## config.mk

```make
export PLATFORM = sky130hd
export DESIGN_NAME = ysyx_24070017_regfile_mp_flat
export DESIGN_NICKNAME = d
export VERILOG_FILES = /design/src/rtl/ysyx_24070017_regfile_mp_pkg.sv /design/src/rtl/ysyx_24070017_regfile_mp_if.sv /design/src/rtl/ysyx_24070017_rf_scoreboard.sv /design/src/rtl/ysyx_24070017_regfile_mp.sv /design/src/flat_wrapper.sv
export SDC_FILE = /design/constraint.sdc
export NUM_CORES = 2
export LEC_CHECK = 0
export BUFFER_PORTS_ARGS = -buffer_cell sky130_fd_sc_hd__buf_2
export CELL_PAD_IN_SITES_DETAIL_PLACEMENT = 1
export CELL_PAD_IN_SITES_GLOBAL_PLACEMENT = 1
export CORE_ASPECT_RATIO = 0.8
export CORE_MARGIN = 1
export CORE_UTILIZATION = 54
export CTS_CLUSTER_SIZE = 30
export DETAILED_ROUTE_END_ITERATION = 10
export GPL_TIMING_DRIVEN = 0
export PLACE_DENSITY_LB_ADDON = 0.08
export SYNTH_ARGS = -nofsm -noshare
export SYNTH_HDL_FRONTEND = slang
export SYNTH_SLANG_ARGS = --single-unit
```

## constraint.sdc

```tcl
create_clock -name clk -period 39.9 [get_ports clk]
set_clock_uncertainty 0.1 [all_clocks]
set_input_delay 1.995 -clock clk [delete_from_list [all_inputs] [get_ports clk]]
set_output_delay 1.995 -clock clk [all_outputs]
set_load 0.02 [all_outputs]
```

## src/rtl/ysyx_24070017_regfile_mp_pkg.sv

```systemverilog
// Shared constants for the multi-port register file.
// Holds the default word length and register count that used to be global
// defines, plus the helper that turns a register count into an address width.
package ysyx_24070017_regfile_mp_pkg;

  localparam int XLEN_DEF = 32;
  localparam int NREG_DEF = 32;

  // Address width for a power-of-2 register count. A one-entry file still
  // gets one address bit, so no vector ends up zero-width.
  function automatic int aw_of(input int nreg);
    return (nreg <= 1) ? 1 : $clog2(nreg);
  endfunction

endpackage

```

## src/rtl/ysyx_24070017_regfile_mp_if.sv

```systemverilog
// Decode/writeback bundle for the register file.
//   master : the pipeline. It drives the read addresses, the write ports,
//            alloc and flush, and it samples rdata, rbusy and busy_vec.
//   slave  : the register file.
// Read port k uses raddr[k*AW +: AW] and rdata[k*XLEN +: XLEN]. Write ports
// are packed the same way.
interface ysyx_24070017_regfile_mp_if #(
  parameter int XLEN = ysyx_24070017_regfile_mp_pkg::XLEN_DEF,
  parameter int NREG = ysyx_24070017_regfile_mp_pkg::NREG_DEF,
  parameter int NRD  = 2,
  parameter int NWR  = 1,
  localparam int AW  = ysyx_24070017_regfile_mp_pkg::aw_of(NREG)
);
  logic [NRD*AW-1:0]   raddr;
  logic [NRD*XLEN-1:0] rdata;
  logic [NRD-1:0]      rbusy;
  logic [NWR-1:0]      wen;
  logic [NWR*AW-1:0]   waddr;
  logic [NWR*XLEN-1:0] wdata;
  logic                alloc_en;
  logic [AW-1:0]       alloc_addr;
  logic                flush;
  logic [NREG-1:0]     busy_vec;

  modport master (output raddr, wen, waddr, wdata, alloc_en, alloc_addr, flush,
                  input  rdata, rbusy, busy_vec);
  modport slave  (input  raddr, wen, waddr, wdata, alloc_en, alloc_addr, flush,
                  output rdata, rbusy, busy_vec);
endinterface

```

## src/rtl/ysyx_24070017_rf_scoreboard.sv

```systemverilog
// Per-register busy scoreboard. It tracks which registers have an in-flight
// writeback.
//   clk, rst     : clock and async active-high reset
//   raddr_i      : read addresses, used for the rbusy lookup
//   fwd_hit_i    : read port k is being served by a same-cycle write
//   wen_i/waddr_i: writeback ports, which retire producers
//   alloc_en_i/alloc_addr_i : decode allocates a new producer
//   flush_i      : clear every busy bit
//   rbusy_o      : per-read-port busy flag
//   busy_vec_o   : raw busy state
// Next-state priority per register is: flush, then alloc, then write, then hold.
module ysyx_24070017_rf_scoreboard
  import ysyx_24070017_regfile_mp_pkg::*;
#(
  parameter int NREG = NREG_DEF,
  parameter int NRD  = 2,
  parameter int NWR  = 1,
  localparam int AW  = aw_of(NREG)
) (
  input  logic                    clk,
  input  logic                    rst,
  input  logic [NRD-1:0][AW-1:0]  raddr_i,
  input  logic [NRD-1:0]          fwd_hit_i,
  input  logic [NWR-1:0]          wen_i,
  input  logic [NWR-1:0][AW-1:0]  waddr_i,
  input  logic                    alloc_en_i,
  input  logic [AW-1:0]           alloc_addr_i,
  input  logic                    flush_i,
  output logic [NRD-1:0]          rbusy_o,
  output logic [NREG-1:0]         busy_vec_o
);
  logic [NREG-1:0] busy_q, busy_d, clr;

  always_comb begin
    clr = '0;
    for (int j = 0; j < NWR; j++)
      if (wen_i[j]) clr[waddr_i[j]] = 1'b1;
    busy_d = busy_q;
    for (int i = 1; i < NREG; i++) begin
      if (flush_i)                                    busy_d[i] = 1'b0;
      else if (alloc_en_i && alloc_addr_i == AW'(i))  busy_d[i] = 1'b1;
      else if (clr[i])                                busy_d[i] = 1'b0;
    end
    busy_d[0] = 1'b0;  // x0 never has a producer
  end

  always_ff @(posedge clk or posedge rst)
    if (rst) busy_q <= '0;
    else     busy_q <= busy_d;

  // Lookup uses the registered state, so a same-cycle alloc shows up one
  // cycle later. A forwarded write already supplies the value.
  always_comb begin
    rbusy_o = '0;
    for (int k = 0; k < NRD; k++)
      rbusy_o[k] = (raddr_i[k] != '0) && busy_q[raddr_i[k]] && !fwd_hit_i[k];
  end

  assign busy_vec_o = busy_q;
endmodule

```

## src/rtl/ysyx_24070017_regfile_mp.sv

```systemverilog
// Multi-port integer register file with an optional write-to-read bypass
// and a busy scoreboard.
//   clk, rst : clock and async active-high reset
//   bus      : slave side of the decode/writeback bundle
//              (reads, writes, alloc, flush, busy outputs)
// Register 0 is hardwired to zero. On a same-address write collision the
// highest-index write port wins, both in the array and in the bypass mux.
module ysyx_24070017_regfile_mp
  import ysyx_24070017_regfile_mp_pkg::*;
#(
  parameter int XLEN   = XLEN_DEF,
  parameter int NREG   = NREG_DEF,
  parameter int NRD    = 2,
  parameter int NWR    = 1,
  parameter int BYPASS = 1,
  localparam int AW    = aw_of(NREG)
) (
  input logic                      clk,
  input logic                      rst,
  ysyx_24070017_regfile_mp_if.slave bus
);
  logic [XLEN-1:0]                rf_q [NREG];
  logic [NRD-1:0][AW-1:0]         ra;
  logic [NWR-1:0][AW-1:0]         wa;
  logic [NWR-1:0][XLEN-1:0]       wd;
  logic [NRD-1:0][XLEN-1:0]       rd;
  logic [NRD-1:0]                 hit, fwd_hit;

  assign ra = bus.raddr;
  assign wa = bus.waddr;
  assign wd = bus.wdata;

  // The loop runs in ascending port order, so the last matching port
  // overwrites earlier ones. That makes the highest-index port win.
  always_ff @(posedge clk or posedge rst)
    if (rst) begin
      for (int i = 0; i < NREG; i++) rf_q[i] <= '0;
    end else begin
      for (int j = 0; j < NWR; j++)
        if (bus.wen[j] && wa[j] != '0) rf_q[wa[j]] <= wd[j];
    end

  always_comb begin
    rd  = '0;
    hit = '0;
    for (int k = 0; k < NRD; k++) begin
      if (ra[k] != '0) begin
        rd[k] = rf_q[ra[k]];
        for (int j = 0; j < NWR; j++)
          if (bus.wen[j] && wa[j] == ra[k]) begin
            hit[k] = 1'b1;
            if (BYPASS != 0) rd[k] = wd[j];
          end
      end
    end
  end

  // rbusy is only masked when the value is really being forwarded.
  assign fwd_hit   = (BYPASS != 0) ? hit : '0;
  assign bus.rdata = rd;

  ysyx_24070017_rf_scoreboard #(.NREG(NREG), .NRD(NRD), .NWR(NWR)) u_sb (
    .clk          (clk),
    .rst          (rst),
    .raddr_i      (ra),
    .fwd_hit_i    (fwd_hit),
    .wen_i        (bus.wen),
    .waddr_i      (wa),
    .alloc_en_i   (bus.alloc_en),
    .alloc_addr_i (bus.alloc_addr),
    .flush_i      (bus.flush),
    .rbusy_o      (bus.rbusy),
    .busy_vec_o   (bus.busy_vec)
  );
endmodule
```

## src/flat_wrapper.sv

```systemverilog
// flat-port wrapper written by rule: the top's interface ports become plain ports
module ysyx_24070017_regfile_mp_flat import ysyx_24070017_regfile_mp_pkg::*;
#(
  parameter int XLEN   = XLEN_DEF,
  parameter int NREG   = NREG_DEF,
  parameter int NRD    = 2,
  parameter int NWR    = 1,
  parameter int BYPASS = 1,
  localparam int AW    = aw_of(NREG)
)
  (clk, rst, bus_raddr, bus_wen, bus_waddr, bus_wdata, bus_alloc_en, bus_alloc_addr, bus_flush, bus_rdata, bus_rbusy, bus_busy_vec);
  ysyx_24070017_regfile_mp_if #(.XLEN(XLEN), .NREG(NREG), .NRD(NRD), .NWR(NWR)) bus_i ();
  input logic clk;
  input logic rst;
  input wire logic [$bits(bus_i.raddr)-1:0] bus_raddr;
  input wire logic [$bits(bus_i.wen)-1:0] bus_wen;
  input wire logic [$bits(bus_i.waddr)-1:0] bus_waddr;
  input wire logic [$bits(bus_i.wdata)-1:0] bus_wdata;
  input wire logic [$bits(bus_i.alloc_en)-1:0] bus_alloc_en;
  input wire logic [$bits(bus_i.alloc_addr)-1:0] bus_alloc_addr;
  input wire logic [$bits(bus_i.flush)-1:0] bus_flush;
  output wire logic [$bits(bus_i.rdata)-1:0] bus_rdata;
  output wire logic [$bits(bus_i.rbusy)-1:0] bus_rbusy;
  output wire logic [$bits(bus_i.busy_vec)-1:0] bus_busy_vec;
  assign bus_i.raddr = bus_raddr;
  assign bus_i.wen = bus_wen;
  assign bus_i.waddr = bus_waddr;
  assign bus_i.wdata = bus_wdata;
  assign bus_i.alloc_en = bus_alloc_en;
  assign bus_i.alloc_addr = bus_alloc_addr;
  assign bus_i.flush = bus_flush;
  assign bus_rdata = bus_i.rdata;
  assign bus_rbusy = bus_i.rbusy;
  assign bus_busy_vec = bus_i.busy_vec;
  ysyx_24070017_regfile_mp #(.XLEN(XLEN), .NREG(NREG), .NRD(NRD), .NWR(NWR), .BYPASS(BYPASS)) u_core (.clk(clk), .rst(rst), .bus(bus_i));
endmodule
```

==> results.json <==
{
  "critPathArrivalTime_ps": 6370,
  "initial_core_util": 0.546,
  "cts_setup_buffers": 0,
  "cts_inserted_buffers": 112,
  "dieArea_um2": 107000,
  "htreeDepth": 3,
  "slew_violations": 11,
  "async_reset_ff_frac": 1.00,
  "drive_gt1_frac": 0.468,
  "internal-power_uw": 2240,
  "detail_route.first_pass.iterations": 6,
  "avgSynthCellArea_um2": 14.3,
  "n_fill_cell": 9922,
  "synthCells": 3982,
  "drt_iter0_markers": 6697,
  "cellLeakagePower_uw": 0.0277,
  "routed_wl_mm": 241,
  "period_needed_ps": 8470,
  "setup_viol": 0,
  "root_buffer": "clkbuf_16",
  "vdd_drop_max_mv": 0.0441,
  "place_ws_ps": 31980,
  "hold_viol": 0,
  "worst-setup-path-type": "in -> out",
  "r2r_slack_ps": 38870,
  "io_pins": 155,
  "totalNegativeSetupSlack_ps": 0,
  "worstMarginPinSlew_ps": 1540,
  "via_count": 42800,
  "ys_seq_elements": 1055,
  "fin_area_um2": 63400,
  "rsz0062_at_grt": "no",
  "whs_ps": 385,
  "grt_max_degree": 126,
  "p_sw_uw": 1000,
  "ant_nets": 0,
  "antenna_found_initial": 19,
  "chipWidth_um": 365,
  "violations": "capacitance limit, slew limit",
  "placed_area_um2": 59700,
  "cts_buffer_depth": 3,
  "max_clock_freq_ghz": 0.118,
  "wire_per_inst_um": 41.8,
  "dp_cells": 5537,
  "clock_power_share": 0.332,
  "core_um2": 105000,
  "numPortBuffers": 142,
  "syn2layout_area_growth_pct": 11.3,
  "powerDensity_nw_per_um2": 51.1,
  "hp-class": "reg -> reg",
  "via_per_inst": 7.43,
  "row_count": 106,
  "end_kind": "output pin",
  "critical_path.startpoint_type": "primary input",
  "maxCapViolations": 1,
  "gp_congestion": 1.00,
  "synth-warning-count": 0,
  "clock-sinks": 1055,
  "p_sw_frac": 0.309,
  "post_cts_resized": 0,
  "path_clk_slew_ps": 60,
  "synth_edf_count": 0,
  "layout.cells.non_filler": 5756,
  "cp_max_fo": 10,
  "combPwrFrac": 0.227,
  "grt_usage": 0.455,
  "period_share": 0.212,
  "insertion_delay_ps": 740,
  "synth_area_um2": 57000,
  "relSlewSlack": -0.0235,
  "status": "finished with violations",
  "route.detailed.drc": 0,
  "grt_pass1_vias": 42600,
  "layout_setup_ws_ps": 31430,
  "seq_power_share": 0.441,
  "seq_area_frac_synth": 0.463,
  "die_y_um": 293,
  "fin_nets": 4304,
  "ys.flop_type": "dfrtp_1",
  "synth_nets": 4039,
  "cp_data_required_time_ps": 37810,
  "cts_tree": "yes",
  "ys_types": 61,
  "grt-ovfl-total": 0,
  "postCtsHoldBufs": 0,
  "dp_hpwl_mm": 172,
  "grt_first_pass_wirelength_mm": 337
}
## power by group through the flow
stage	sequential [uW]	clock (uW)	combinational [uW]
6_report	1430	1080	736
5_1_grt	1450	1110	760
4_1_cts	1420	1070	712
3_5_place_dp	1430	0	705
3_3_place_gp	1420	0	680
2_1_floorplan	1380	0	504
## flip-flops by register name, summed over array words and instances, names as in the netlist
signal	cells
u_core.rf_q	1024
u_core.u_sb.busy_vec_o	31
## worst max-delay path: stages
cell	delay [ps]
buf_2	180
inv_2	270
clkbuf_1	1020
clkbuf_1	1140
a21oi_1	480
o21ai_0	930
buf_2	320
## path summary, 6_finish.rpt
check                                             to  depth (start not counted)                      start
min in group asynchronous           u_core.rf_q[165]                          2                        rst
setup reg to reg           u_core.u_sb.busy_vec_o[2]                          2  u_core.u_sb.busy_vec_o[2]
hold / removal                      u_core.rf_q[993]                          1           u_core.rf_q[993]
setup / recovery                       bus_rdata[12]                          7               bus_raddr[4]
max in group asynchronous           u_core.rf_q[847]                          5                        rst
hold reg to reg                     u_core.rf_q[993]                          1           u_core.rf_q[993]
## final cells by class
class | instances | area (um^2) | share of cell area
antenna | 12 | 30.0 | 0.000473
buffer | 450 | 2310 | 0.0364
clock buffer | 171 | 3380 | 0.0532
clock inverter | 36 | 298 | 0.00469
inverter | 8 | 37.5 | 0.000592
multi-input combinational | 2469 | 28300 | 0.446
sequential | 1055 | 26400 | 0.416
tap | 1404 | 1760 | 0.0277
timing repair buffer | 151 | 958 | 0.0151
## cells in the final DEF (no fill, tap or decap), types with 11 or more instances in the layout
cell | Yosys | routed
dfrtp_1 | 1055 | 1055
mux2_2 | 1020 | 1020
mux4_2 | 426 | 426
buf_2 | 131 | 273
clkbuf_1 | 215 | 237
mux2i_1 | 195 | 195
clkbuf_16 | 0 | 115
a22oi_1 | 99 | 99
nand2_1 | 95 | 95
o22ai_1 | 85 | 85
nor2_1 | 76 | 76
a221oi_1 | 70 | 70
a21oi_1 | 63 | 63
a211oi_1 | 59 | 59
o21ai_0 | 56 | 56
buf_4 | 48 | 48
nor3_1 | 36 | 36
buf_6 | 32 | 32
a211o_1 | 31 | 31
clkbuf_8 | 0 | 29
clkinv_2 | 0 | 27
buf_1 | 19 | 19
o21ai_1 | 13 | 13
a32o_1 | 13 | 13
diode_2 | 0 | 12
nor2b_1 | 12 | 12
nand3_1 | 11 | 11
## per-stage QoR
stage,power (uW),utilization
finish,3240,0.607
floorplan,1890,-
CTS,3200,0.607
detailed placement,2140,0.572
global route,3320,0.607
global placement,2100,0.569
## routing by layer
| metal | wire, um | GRT usage | up-vias |
|---|---|---|---|
| met3 | 38400 | 0.236 | 623 |
| met4 | 11000 | 0.179 | 14 |
| met2 | 95000 | 0.583 | 3199 |
| li1 | - | - | 15900 |
| met1 | 96000 | 0.643 | 23000 |
| met5 | 275 | 0.00502 | - |
## cell usage after synthesis (all sizes together), types with 8 or more instances
cell type / number / area share
a21oi: 63 / 0.0055
buf: 232 / 0.026
nand2: 103 / 0.0071
mux4: 426 / 0.17
a32o: 13 / 0.0023
nor3: 36 / 0.0032
mux2i: 195 / 0.034
a22oi: 99 / 0.013
a211oi: 65 / 0.0091
xnor2: 9 / 0.0015
mux2: 1026 / 0.20
o21ai: 69 / 0.0061
clkbuf: 218 / 0.014
nor4: 8 / 0.0011
a221oi: 70 / 0.011
o22ai: 85 / 0.0093
nor2: 80 / 0.0054
a211o: 31 / 0.0048
nand3: 12 / 0.0011
nor2b: 12 / 0.0013
and3: 9 / 0.00099
dfrtp: 1055 / 0.46
o311ai: 14 / 0.0025
## logic make-up (layout without fill, tap and decap cells)
kind of cell,Yosys count,count (layout),share of synthesized area
flops,1055,1055,0.463
simple gates,294,294,0.0245
mux,1647,1647,0.405
buf+inv,458,816,0.0409
xor+xnor,10,10,0.00167
other cells,1,13,0.0000658
compound gates,517,517,0.0646
(Power assumes the default switching activity.)
